**config.mk**
```make
export PLATFORM = sky130hd
export DESIGN_NAME = load_store_unit
export DESIGN_NICKNAME = d
export VERILOG_FILES = /design/src/rtl/lsu_pkg.sv /design/src/rtl/lsu_load_align.sv /design/src/rtl/load_store_unit.sv
export SDC_FILE = /design/constraint.sdc
export NUM_CORES = 1
export LEC_CHECK = 0
export ABC_AREA = 0
export CORE_MARGIN = 2
export CORE_UTILIZATION = 43
export CTS_CLUSTER_DIAMETER = 60
export CTS_CLUSTER_SIZE = 14
export DETAILED_ROUTE_END_ITERATION = 10
export PLACE_DENSITY = 0.81
export SLEW_MARGIN = 10
export SYNTH_ARGS = -nofsm -noshare
export SYNTH_HDL_FRONTEND = slang
export SYNTH_HIERARCHICAL = 1
export SYNTH_SLANG_ARGS = --single-unit
```
**constraint.sdc**
```tcl
create_clock -name clk -period 1.7 [get_ports clk]
set_input_delay 0.34 -clock clk [delete_from_list [all_inputs] [get_ports clk]]
set_output_delay 0.34 -clock clk [all_outputs]
set_load 0.05 [all_outputs]
```
**src/rtl/lsu_pkg.sv**
```systemverilog
// Shared definitions for the load/store unit: FSM states, funct3 codes,
// response causes and the request fault / byte-enable helpers.
package lsu_pkg;

    // FSM state encoding
    localparam logic [1:0] IDLE   = 2'd0;
    localparam logic [1:0] ACCESS = 2'd1;
    localparam logic [1:0] DATA   = 2'd2;
    localparam logic [1:0] RESP   = 2'd3;

    // RV32 funct3 codes for loads and stores
    localparam logic [2:0] F3_B  = 3'd0;
    localparam logic [2:0] F3_H  = 3'd1;
    localparam logic [2:0] F3_W  = 3'd2;
    localparam logic [2:0] F3_BU = 3'd4;
    localparam logic [2:0] F3_HU = 3'd5;

    typedef enum logic [1:0] {
        CAUSE_OK       = 2'd0,
        CAUSE_MISALIGN = 2'd1,
        CAUSE_FUNCT3   = 2'd2,
        CAUSE_RANGE    = 2'd3
    } cause_t;

    // Classify a request; earlier checks take priority over later ones.
    function automatic cause_t check_request(input logic        is_store,
                                             input logic [2:0]  funct3,
                                             input logic [31:0] addr,
                                             input logic [31:0] limit);
        logic bad_f3;
        logic half;
        logic word;
        if (is_store) begin
            bad_f3 = (funct3 > F3_W);
        end else begin
            bad_f3 = (funct3 == 3'd3) || (funct3 == 3'd6) || (funct3 == 3'd7);
        end
        half = (funct3[1:0] == 2'b01);
        word = (funct3[1:0] == 2'b10);
        if (bad_f3) begin
            return CAUSE_FUNCT3;
        end else if ((half && addr[0]) || (word && (addr[1:0] != 2'b00))) begin
            return CAUSE_MISALIGN;
        end else if (addr >= limit) begin
            return CAUSE_RANGE;
        end else begin
            return CAUSE_OK;
        end
    endfunction

    // Store byte-lane enables for an access size at a byte offset.
    function automatic logic [3:0] byte_enable(input logic [2:0] funct3,
                                               input logic [1:0] offset);
        case (funct3[1:0])
            2'b00:   return 4'b0001 << offset;
            2'b01:   return 4'b0011 << offset;
            default: return 4'b1111;
        endcase
    endfunction

endpackage

```
**src/rtl/lsu_load_align.sv**
```systemverilog
// Shifts a raw memory word down to the addressed byte lane and applies the
// sign or zero extension selected by the load funct3.
module lsu_load_align
    import lsu_pkg::*;
(
    input  logic [31:0] raw,
    input  logic [1:0]  offset,
    input  logic [2:0]  funct3,
    output logic [31:0] data
);

    logic [31:0] shifted_s;

    // Lane shift followed by width-dependent extension
    always_comb begin
        shifted_s = raw >> {offset, 3'b000};
        case (funct3)
            F3_B:    data = {{24{shifted_s[7]}}, shifted_s[7:0]};
            F3_BU:   data = {24'h000000, shifted_s[7:0]};
            F3_H:    data = {{16{shifted_s[15]}}, shifted_s[15:0]};
            F3_HU:   data = {16'h0000, shifted_s[15:0]};
            default: data = shifted_s;
        endcase
    end

endmodule

```
**src/rtl/load_store_unit.sv**
```systemverilog
// Data-memory initiator: one load or store in flight, checked for faults on
// accept, driven to a read-latency-one SRAM, with a registered response.
module load_store_unit
    import lsu_pkg::*;
#(
    parameter int MEM_SIZE       = 16,
    parameter int MEM_ADDR_WIDTH = $clog2(MEM_SIZE)
) (
    input  logic                      clk,
    input  logic                      rst,
    input  logic                      reqValid,
    output logic                      reqReady,
    input  logic                      reqStore,
    input  logic [2:0]                reqFunct3,
    input  logic [31:0]               reqAddr,
    input  logic [31:0]               reqWData,
    output logic                      respValid,
    input  logic                      respReady,
    output logic [31:0]               respData,
    output logic                      respErr,
    output logic [1:0]                respCause,
    output logic                      memEn,
    output logic                      memR,
    output logic                      memW,
    output logic [MEM_ADDR_WIDTH-1:0] memRAddr,
    output logic [MEM_ADDR_WIDTH-1:0] memWAddr,
    output logic [3:0]                memByteEn,
    output logic [31:0]               memIn,
    input  logic [31:0]               memOut
);

    localparam logic [31:0] ADDR_LIMIT = 32'(4 * MEM_SIZE);

    logic [1:0]                state_r;
    logic                      store_r;
    logic [2:0]                funct3_r;
    logic [1:0]                offset_r;
    logic [MEM_ADDR_WIDTH-1:0] mem_addr_r;
    logic [31:0]               mem_in_r;
    logic [3:0]                be_r;
    logic [31:0]               resp_data_r;
    logic                      resp_err_r;
    cause_t                    resp_cause_r;
    cause_t                    req_cause_s;
    logic [31:0]               aligned_s;
    logic                      mem_en_s;

    lsu_load_align u_align (
        .raw    (memOut),
        .offset (offset_r),
        .funct3 (funct3_r),
        .data   (aligned_s)
    );

    // Fault classification of the request currently offered
    always_comb begin
        req_cause_s = check_request(reqStore, reqFunct3, reqAddr, ADDR_LIMIT);
    end

    // Request latch, FSM sequencing and response register
    always_ff @(posedge clk) begin
        if (rst) begin
            state_r      <= IDLE;
            store_r      <= 1'b0;
            funct3_r     <= 3'd0;
            offset_r     <= 2'd0;
            mem_addr_r   <= '0;
            mem_in_r     <= 32'h0000_0000;
            be_r         <= 4'b0000;
            resp_data_r  <= 32'h0000_0000;
            resp_err_r   <= 1'b0;
            resp_cause_r <= CAUSE_OK;
        end else begin
            case (state_r)
                IDLE: begin
                    if (reqValid) begin
                        store_r     <= reqStore;
                        funct3_r    <= reqFunct3;
                        offset_r    <= reqAddr[1:0];
                        mem_addr_r  <= reqAddr[MEM_ADDR_WIDTH+1:2];
                        mem_in_r    <= reqWData << {reqAddr[1:0], 3'b000};
                        be_r        <= byte_enable(reqFunct3, reqAddr[1:0]);
                        resp_data_r <= 32'h0000_0000;
                        resp_cause_r <= req_cause_s;
                        if (req_cause_s != CAUSE_OK) begin
                            resp_err_r <= 1'b1;
                            state_r    <= RESP;
                        end else begin
                            resp_err_r <= 1'b0;
                            state_r    <= ACCESS;
                        end
                    end
                end
                ACCESS: begin
                    state_r <= store_r ? RESP : DATA;
                end
                DATA: begin
                    resp_data_r <= aligned_s;
                    state_r     <= RESP;
                end
                RESP: begin
                    if (respReady) begin
                        state_r <= IDLE;
                    end
                end
                default: begin
                    state_r <= IDLE;
                end
            endcase
        end
    end

    // Memory strobes are live only in ACCESS and are killed by reset at once
    always_comb begin
        mem_en_s = (state_r == ACCESS) && !rst;
    end

    assign memEn     = mem_en_s;
    assign memR      = mem_en_s && !store_r;
    assign memW      = mem_en_s && store_r;
    assign memByteEn = (mem_en_s && store_r) ? be_r : 4'b0000;
    assign memRAddr  = mem_addr_r;
    assign memWAddr  = mem_addr_r;
    assign memIn     = mem_in_r;
    assign reqReady  = (state_r == IDLE);
    assign respValid = (state_r == RESP);
    assign respData  = resp_data_r;
    assign respErr   = resp_err_r;
    assign respCause = resp_cause_r;

endmodule

```
==> results of run 1 <==
-- state kept, by name, indices dropped and copies added (netlist names), 2 cells and up --
name,cells
memRAddr,4
funct3_r,3
state_r,2
offset_r,2
memIn,32
be_r,4
respCause,2
respData,32
-- cell usage after synthesis, types with 8 or more instances --
cell type  number
a22oi_2        10
clkbuf_1       10
buf_2          14
a211oi_1       16
o21ai_0        11
nor2_1         82
nand2_1        54
dfxtp_1        83
a222oi_1        8
a21oi_1        30
mux2_2         16
buf_4           9
mux2i_1        28
nor2b_1        10
o211ai_1        9
buf_6          10
a22oi_1        38
inv_1          10
-- per-stage QoR --
stage	setup WS (ps)	instance area [µm²]	hold slack [ps]	util (%)	power [mW]
after global placement	-462.1	6311	444.2	64.57	7.339
after detailed placement	-516.2	6311	450.9	64.57	7.455
after floorplan	-0.6296	4358	433.0	-	5.896
after global routing	-239.7	7142	488.2	73.07	10.47
after CTS	-203.9	6769	464.3	69.25	9.368
final	-173.2	7142	461.3	73.07	10.02
-- logic make-up after synthesis --
| family | Yosys count | synth area share [%] |
|---|---|---|
| AOI/OAI and AO/OA | 138 | 23.79 |
| xor gates and xnor gates | 1 | 0.2021 |
| adders and majority gates | 4 | 1.155 |
| buffers and inverters | 55 | 7.708 |
| DFF | 83 | 38.34 |
| muxes | 44 | 10.62 |
| and+or+nand+nor | 175 | 18.19 |
-- critical path, stage by stage (launching register included) --
cell and delay, ps:
dfxtp_2 330, inv_2 60, buf_6 100, ha_4 120, nor2b_4 220, and3_4 220, buf_8 140
-- repair_timing --
item | 4_1_cts | 5_1_grt
endpoints found under the hold margin | 0 | 0
pin swaps | 9 | 33
setup buffers | 14 | 8
cloned | 1 | 2
gates resized for setup | 28 | 68
endpoints found under the setup margin | 43 | 60
-- routing by layer --
layer	vias up	global-route usage [%]
met5	-	0
met4	0	10.23
met3	44	7.206
met2	269	44.68
met1	2290	30.58
li1	2232	-
-- layout make-up --
cell class	instances	area (µm²)
well taps	133	166.4
multi-input cells	363	2641
flip-flops and latches	83	1672
repair buffers	249	2427
clock buffers	11	141.4
clock inverters	5	52.55
fillers	688	2633
inverters	11	41.29
-- path summary, 6_finish.rpt --
kind	slack, ps	to	start	cells past startpoint
worst max-delay path	-170	memByteEn[1]	state_r[1]	6
worst min-delay path	460	memIn[27]	memIn[27]	2
worst max register to register	-100	state_r[0]	state_r[1]	8
worst min register to register	460	memIn[27]	memIn[27]	2
-- power groups by stage --
stage	Clock, mW	Combinational, mW	Sequential (mW)
6_report	1.41	5.97	2.64
3_3_place_gp	0	4.72	2.62
4_1_cts	1.44	5.32	2.61
2_1_floorplan	0	2.31	3.59
5_1_grt	1.53	6.26	2.68
3_5_place_dp	0	4.82	2.63
==> metrics.csv, run 1 <==
stage,metric,value,unit
timing,final setup vio count,23,
synth,number of distinct library cells after synthesis,47,
worst_setup_path,Crit Path Category,reg2out,
route,Residual DRC,0,
power_and_ir_drop,sw frac,44.66,%
synth,synthesized flop and latch total,83,
route,DRT Pass-1 Iters,8,
final_layout,most frequent cells in the layout,"115 x buf_4, 101 x clkdlybuf4s50_1, 81 x nor2_1, 79 x dfxtp_1, 47 x nand2_1",
timing,Final Hold Fails,0,
clock_network,CTS tree,done,
grt,GRT Total Usage,26.01,%
floorplan,die area,0.01090,mm²
worst_setup_path,crit end category,output pin,
synth,Area contributors post-synth,"dfxtp_1 38%, nor2_1 7.1%, a22oi_1 6.6%",
worst_setup_path,Max Fanout on Critical Path,7,
power_and_ir_drop,P_sw,4.476,mW
timing,Setup WS post-layout,-173.2,ps
timing,Final Skew,14.67,ps
timing,fmax,533.8,MHz
timing,Max-slew headroom,66.51,%
route,WL per Instance,18.39,µm
placed_design,number of port buffers,187,
route,WL final,15720,µm
timing,min cycle time layout,1873,ps
job,max cap viols,0,
synth,Yosys warning count,6,
power_and_ir_drop,combinational share of power,59.5,%
route,WL met3,1359,µm
power_and_ir_drop,share of total power in sequential cells,26.4,%
floorplan,Ports,188,
clock_network,total CTS buffers,9,
hold_path,hold crit path type,reg2reg,
power_and_ir_drop,internal power,5.547,mW
route,Routed met1 length,5972,µm
timing,Tcrit/Tclk final,110.2,%
clock_network,hold_buf cts,0,
floorplan,row count,36,
synth,Post-Syn Nets,608,
grt,initial antenna violation count,0,
grt,GRT overflow,0,
worst_setup_path,crit start category,flop,
worst_setup_path,WP data required,1360,ps
synth,main flop type after synthesis,dfxtp_1,
timing,Worst Max-Slew Pin Slew,501.1,ps
clock_network,Root Driver,clkbuf_8,
synth,"Seq/Total Area, Yosys",38.34,%
synth,cells after synthesis,500,
route,top sig layer,met4,
route,Via density,5.655,
final_layout,"commonest non-fill, non-tap cell in the layout",buf_4,
power_and_ir_drop,P_leak,2.849,nW
power_and_ir_drop,PD cells,1403,mW/mm²
timing,setup TNS,-2045,ps
final_layout,Area growth syn-to-layout,64.78,%
placed_design,# placed instances,814,
grt,largest net degree at the start of global routing,81,
route,Routed Antenna Nets,0,
power_and_ir_drop,clock power share,14.1,%
final_layout,Antenna Cells,0,
placed_design,Final GP Congestion,0.9427,
floorplan,Core Area,0.009774,mm²
clock_network,Clock Latency Late Sink,350,ps
synth,Post-synth EDFFs,0,
route,met2 WL,7910,µm
synth,mean post-synth cell area,8.668,µm²
final_layout,fin cells,855,
synth,Post-Synthesis Cell Area,0.004334,mm²
outcome,failing checks,setup timing,
timing,fin. max-slew vios,0,
clock_network,H-tree Lvls,3,
synth,leading area contributor after synthesis,dfxtp_1,
final_layout,layout cells sized above 1,35.32,%
clock_network,Clock Sinks,83,
clock_network,clock-pin slew on the worst setup and hold paths,80,ps
outcome,status,finished with violations,
worst_setup_path,worst path arrival time,1530,ps
final_layout,Final #Nets,825,
synth,top cell type's share of synthesized area,38.34,%
route,DRT iter0 DRCs,335,
route,DR vias,4835,
grt,global-route wire length before repair,23110,µm
timing,RSZ-0062 raised after global routing,true,
power_and_ir_drop,Peak VDD IR,884.0,µV
grt,vias in the first global route,4653,
synth,Post-synth ARST share,0,%
placed_design,HPWL Detailed,10540,µm
floorplan,Die Y,104.4,µm
clock_network,Clock Path Buffers,2,
floorplan,Horiz. Die Dim,104.4,µm
floorplan,Starting Density,44.34,%
No activity file was read; power rests on OpenSTA's default activity.
==> run 2: changes to the inputs <==
Settings changed: CORE_MARGIN 2 to unset.
==> run 2 against run 1 <==
Effect of this change:
- the flow still finishes with violations (setup timing)
- first-iteration DRC count shrank 23%
- flip-flop and latch count is the same
- clock skew shrank 3.5 ps
- critical path depth grew 2
- global-route usage grew 1.7 points
- clock power grew 37%
- via count grew 0.74%
- routed wire length grew 2.0%
- maximum frequency grew 0.11%
- final cell count grew 1.1%
- critical endpoint is now respData[18]
- largest power group unchanged
- highest routed layer unchanged
==> metrics.csv, run 2 (same netlist as run 1, synthesis figures left out) <==
stage,metric,value,unit,change
outcome,status,finished with violations,,
outcome,failing checks,setup timing,,
timing,Setup WS post-layout,-171.1,ps,+2.140 ps
worst_setup_path,"delay-heaviest family, CP",compound AO/OA/AOI/OAI gates,,
placed_design,# placed instances,820,,+0.74%
timing,setup TNS,-2942,ps,-896.5 ps
floorplan,Ports,188,,unchanged
grt,vias in the first global route,4550,,-2.2%
grt,global-route wire length before repair,22450,µm,-2.9%
floorplan,Starting Density,44.34,%,unchanged
worst_setup_path,Max Fanout on Critical Path,6,,-1
power_and_ir_drop,clock power share,18.1,%,+4.0 points
timing,fmax,534.5,MHz,+0.11%
grt,largest net degree at the start of global routing,81,,unchanged
grt,initial antenna violation count,0,,unchanged
job,max cap viols,0,,unchanged
power_and_ir_drop,share of total power in sequential cells,24.8,%,-1.6 points
placed_design,Post-DP Area,0.006319,mm²,+0.12%
timing,Max-slew headroom,60.82,%,-5.7 points
power_and_ir_drop,P_leak,2.927,nW,+2.7%
worst_setup_path,WP data required,1940,ps,+580 ps
final_layout,layout cells sized above 1,37.76,%,+2.4 points
placed_design,HPWL Detailed,10300,µm,-2.3%
floorplan,Core Area,0.009774,mm²,unchanged
final_layout,Antenna Cells,0,,unchanged
route,WL per Instance,18.56,µm,+0.93%
timing,Final Skew,11.15,ps,-3.516 ps
route,Residual DRC,0,,unchanged
route,DRT iter0 DRCs,257,,-23%
timing,min cycle time layout,1871,ps,-2.140 ps
timing,final setup vio count,28,,+22%
clock_network,Clock Latency Late Sink,350,ps,about the same
worst_setup_path,worst path arrival time,2110,ps,+580 ps
timing,RSZ-0062 raised after global routing,true,,
power_and_ir_drop,combinational share of power,57.1,%,-2.4 points
worst_setup_path,crit start category,flop,,
worst_setup_path,WP buf/inv,2,,-1
floorplan,row count,36,,unchanged
timing,Fin Hold WS,459.3,ps,-1.981 ps
clock_network,total CTS buffers,9,,unchanged
route,DRT Pass-1 Iters,5,,-3
final_layout,post-route cell area,0.007353,mm²,+3.0%
route,Routed Antenna Nets,0,,unchanged
route,DR vias,4871,,+0.74%
worst_setup_path,crit end category,flop,,
floorplan,die area,0.01048,mm²,-3.8%
route,Via density,5.638,,-0.30%
placed_design,Final GP Congestion,0.8783,,-6.8%
grt,GRT Total Usage,27.68,%,+1.7 points
final_layout,Final #Nets,834,,+1.1%
route,WL final,16040,µm,+2.0%
worst_setup_path,critical path's slowest cell,dfxtp_4,,
worst_setup_path,max incr delay on CP,430,ps,+100 ps
floorplan,Horiz. Die Dim,102.4,µm,-1.9%
power_and_ir_drop,internal power,6.078,mW,+9.6%
worst_setup_path,cell chain of the critical path,buf_6 -> mux2i_4 -> nand3b_1 -> o211ai_4 -> buf_12 -> o21ai_2 -> a22oi_1 -> nor2_1,,
hold_path,hold crit path type,reg2reg,,
clock_network,Clock Path Buffers,2,,unchanged
placed_design,number of port buffers,187,,unchanged
clock_network,clock-pin slew on the worst setup and hold paths,80,ps,about the same
final_layout,most frequent cells in the layout,"124 x buf_4, 102 x clkdlybuf4s50_1, 79 x dfxtp_1, 73 x nor2_1, 46 x nand2_1",,
clock_network,Root Driver,clkbuf_8,,
final_layout,"Core Util, Final",75.23,%,+2.2 points
grt,GRT overflow,0,,unchanged
final_layout,"commonest non-fill, non-tap cell in the layout",buf_4,,
power_and_ir_drop,P_sw,4.586,mW,+2.5%
timing,Tcrit/Tclk final,110.1,%,-0.13 points
floorplan,Die Y,102.4,µm,-1.9%
final_layout,Area growth syn-to-layout,69.66,%,
clock_network,H-tree Lvls,3,,unchanged
power_and_ir_drop,Peak VDD IR,872.0,µV,-1.4%
timing,Final Hold Fails,0,,unchanged
clock_network,Clock Sinks,83,,unchanged
power_and_ir_drop,PD cells,1450,mW/mm²,+3.3%
timing,Worst Max-Slew Pin Slew,573.0,ps,+71.81 ps
power_and_ir_drop,sw frac,43.00,%,-1.7 points
worst_setup_path,Crit Path Category,reg2reg,,
timing,fin. max-slew vios,0,,unchanged
final_layout,fin cells,864,,+1.1%
clock_network,CTS tree,done,,
## run 2: layer usage
metal  global-route usage [%]  wire (µm)  vias up
met5                        0          0        -
met4                    11.10        644        0
met3                    8.276       1527       59
met2                    48.06       7947      265
met1                    31.78       5918     2299
li1                         -          -     2248
## run 2: final timing paths
path                       end  slack [ps]   startpoint  depth (start not counted)
hold reg to reg      memIn[25]         460    memIn[25]                          2
setup reg to reg  respData[18]        -170  offset_r[0]                          8
hold / removal       memIn[25]         460    memIn[25]                          2
setup / recovery  respData[18]        -170  offset_r[0]                          8
## run 2: area by class of cell
type / instances / area [µm²]
Timing Repair Buffer: 258 / 2467
Fill cell: 626 / 2421
Clock inverter: 4 / 120.1
Sequential cell: 83 / 1669
Inverter: 11 / 41.29
Clock buffer: 12 / 155.1
Tap cell: 133 / 166.4
Multi-Input combinational cell: 363 / 2734
## run 2: power groups by stage
| stage | clock network [mW] | registers, mW | logic, mW |
|---|---|---|---|
| 2_1_floorplan | 0 | 3.59 | 2.31 |
| 3_5_place_dp | 0 | 2.62 | 4.80 |
| 6_report | 1.93 | 2.64 | 6.09 |
| 3_3_place_gp | 0 | 2.60 | 4.69 |
| 5_1_grt | 2.04 | 2.67 | 6.41 |
| 4_1_cts | 1.97 | 2.60 | 5.19 |
## run 2: tightest hold or removal path, delay by kind of cell (launching register included)
family             cells  cell delay, ps
AOI/OAI and AO/OA      1              50
DFF                    1             310
and+or+nand+nor        1              50
## run 2: metrics by stage
step / power [mW] / setup slack [ps]
2_1_floorplan: 5.896 / -0.6296
3_3_place_gp: 7.296 / -432.6
3_5_place_dp: 7.415 / -590.5
4_1_cts: 9.763 / -170.0
5_1_grt: 11.12 / -285.6
6_report: 10.66 / -171.1
## run 2: what timing repair did
| action | in CTS | in global routing |
|---|---|---|
| pin swaps | 3 | 48 |
| hold buffers | 0 | 0 |
| resized for setup | 35 | 85 |
| endpoints found under the setup margin | 39 | 71 |
| endpoints found under the hold margin | 0 | 0 |
| cloned | 1 | 3 |
| buffers inserted | 12 | 12 |
==> run 3: changes to the inputs <==
Settings changed: CORE_UTILIZATION 43 to 46, PLACE_DENSITY 0.81 to 0.86.
Clock period 1.7 ns to 2.2 ns, I/O delays scaled along.
==> run 3 against run 2 <==
Effect of this change:
- the flow now finishes without violations
- sequential power shrank 25%
- final cell count decreased by 9.1%
- register-to-register slack improved by 390 ps
==> metrics.csv, run 3 (same netlist as run 1, synthesis figures left out) <==
stage,metric,value,unit,change
timing,min cycle time layout,2086,ps,
grt,met2 global-route usage,47.28,%,-0.78 points
clock_network,total CTS buffers,9,,unchanged
clock_network,Clock Path Buffers,2,,unchanged
outcome,status,finished clean,,
timing,Setup WS post-layout,113.7,ps,+284.8 ps
placed_design,Post-DP Area,0.006275,mm²,-0.69%
worst_setup_path,"delay-heaviest family, CP",simple AND/OR/NAND/NOR gates,,
final_layout,Antenna Cells,0,,unchanged
grt,GRT overflow,0,,unchanged
worst_setup_path,reg2reg start,offset_r[0],,
worst_setup_path,Critical R2R Capture,respData[16],,
route,WL final,13390,µm,-17%
final_layout,layout cells sized above 1,12.02,%,-26 points
worst_setup_path,WP buf/inv,2,,unchanged
timing,Final Hold Fails,0,,unchanged
power_and_ir_drop,Peak VDD IR,567.4,µV,-35%
power_and_ir_drop,PD cells,1031,mW/mm²,-29%
placed_design,Final GP Congestion,0.9440,,+7.5%
final_layout,fin cells,785,,-9.1%
timing,fmax,479.3,MHz,
floorplan,Die Y,99.07,µm,-3.3%
grt,initial antenna violation count,0,,unchanged
worst_setup_path,Max Fanout on Critical Path,7,,+1
timing,final setup vio count,0,,-100%
grt,GRT busiest layer,met2,,
placed_design,HPWL Detailed,9833,µm,-4.5%
final_layout,"commonest non-fill, non-tap cell in the layout",clkdlybuf4s50_1,,
route,Via density,5.730,,+1.6%
timing,fin. max-slew vios,0,,unchanged
route,DR vias,4498,,-7.7%
timing,Max-slew headroom,43.91,%,-17 points
worst_setup_path,worst path arrival time,1650,ps,-460 ps
worst_setup_path,Crit Path Category,reg2out,,
worst_setup_path,Critical path origin,state_r[1],,
timing,Worst Max-Slew Pin Slew,841.4,ps,+268.5 ps
floorplan,Horiz. Die Dim,99.07,µm,-3.3%
clock_network,Root Driver,clkbuf_8,,
route,Residual DRC,0,,unchanged
placed_design,number of port buffers,187,,unchanged
placed_design,Placement Setup Slack,-136.7,ps,+453.8 ps
final_layout,Final #Nets,777,,-6.8%
clock_network,H-tree Lvls,3,,unchanged
grt,GRT Total Usage,27.23,%,-0.45 points
worst_setup_path,max incr delay on CP,350,ps,-80 ps
worst_setup_path,Worst Reg-to-Reg Cells,7,,-1
clock_network,CTS tree,done,,
final_layout,post-route cell area,0.006487,mm²,-12%
worst_setup_path,crit start category,flop,,
floorplan,Ports,188,,unchanged
placed_design,# placed instances,768,,-6.3%
route,DRT iter0 DRCs,355,,+38%
worst_setup_path,R2R Setup Slk,220,ps,+390 ps
worst_setup_path,Levels on crit path,5,,-3
final_layout,Fillers,706,,+13%
route,WL per Instance,17.05,µm,-8.1%
worst_setup_path,Worst Setup EP,memByteEn[0],,
route,DRT Pass-1 Iters,5,,unchanged
final_layout,most frequent cells in the layout,"177 x clkdlybuf4s50_1, 83 x dfxtp_1, 82 x nor2_1, 54 x nand2_1, 38 x a22oi_1",,
floorplan,row count,35,,-2.8%
timing,Tcrit/Tclk final,94.83,%,
final_layout,"Core Util, Final",70.54,%,-4.7 points
floorplan,Core Area,0.009196,mm²,-5.9%
grt,vias in the first global route,4377,,-3.8%
timing,RSZ-0062 raised after global routing,false,,
worst_setup_path,crit end category,output pin,,
clock_network,Post-CTS Repair Setup Buffers,0,,-12
clock_network,Clock Latency Late Sink,360,ps,about the same
power_and_ir_drop,P_leak,2.388,nW,-18%
grt,grt met3 use,7.589,%,-0.69 points
worst_setup_path,cell chain of the critical path,inv_1 -> ha_1 -> nor2b_4 -> and3_1 -> buf_12,,
job,max cap viols,0,,unchanged
floorplan,die area,0.009814,mm²,-6.4%
clock_network,clock-pin slew on the worst setup and hold paths,90,ps,about the same
hold_path,hold crit path type,reg2reg,,
worst_setup_path,critical path's slowest cell,dfxtp_1,,
grt,largest net degree at the start of global routing,81,,unchanged
floorplan,Starting Density,47.13,%,+2.8 points
route,Routed Antenna Nets,0,,unchanged
final_layout,Area growth syn-to-layout,49.68,%,
timing,Final Skew,8.519,ps,-2.635 ps
grt,global-route wire length before repair,21430,µm,-4.5%
grt,Global Route met1 Usage,32.61,%,+0.84 points
clock_network,Clock Sinks,83,,unchanged
worst_setup_path,WP data required,1760,ps,-180 ps
==> run 3: changes by cell type in the layout (fill, tap and decap cells not counted), sizes merged <==
cell	delta
dlygate4sd2	+1
buf	-130
bufinv	-4
clkinv	+3
clkbuf	-6
clkdlybuf4s50	+75
inv	+4
==> run 3: power breakdown <==
group / total, mW / internal, mW / leakage, nW / switching [mW]
combinational: 3.65 / 1.35 / 1.61 / 2.30
sequential: 1.99 / 1.79 / 0.677 / 0.200
clock: 1.04 / 0.432 / 0.0965 / 0.612
==> run 3: tightest hold or removal path, stage by stage, from the launching register on <==
cell and delay, ps:
dfxtp_1 320, nand2_1 50, a21oi_1 50
==> run 3: layout make-up <==
type	count	area, µm²	area share (%)
Tap cell	111	138.9	2.141
Sequential cell	83	1662	25.61
Clock buffer	9	123.9	1.909
Inverter	11	41.29	0.6365
Timing Repair Buffer	201	2088	32.19
Multi-Input combinational cell	363	2374	36.59
Clock inverter	7	60.06	0.9257
==> run 3: metal layers <==
layer | vias to the layer above | share of wire, %
met3 | 19 | 9.5
met2 | 221 | 49
li1 | 2134 | -
met4 | 0 | 1.7
met1 | 2124 | 40
met5 | - | 0
==> run 3: per-stage QoR <==
step	power [mW]	hold slack, ps	setup TNS [ps]
after floorplan	4.539	433.0	0
after global placement	5.488	442.2	-321.6
after detailed placement	5.580	446.7	-1161
after CTS	6.625	458.0	0
after global routing	7.024	499.0	0
final	6.687	459.1	0
==> run 3: worst min-delay path by stage <==
stage,from,endpoint,slack (ps),depth (start not counted)
floorplan,offset_r[1],offset_r[1],430,2
global placement,memIn[27],memIn[27],440,2
detailed placement,memIn[30],memIn[30],450,2
CTS,memIn[30],memIn[30],460,2
global route,memIn[30],memIn[30],500,2
finish,memIn[30],memIn[30],460,2
==> run 3: repair_timing <==
action | 4_1_cts | 5_1_grt
cloned | 0 | 1
resized for setup | 1 | 3
hold buffers | 0 | 0
setup endpoints to repair | 1 | 27
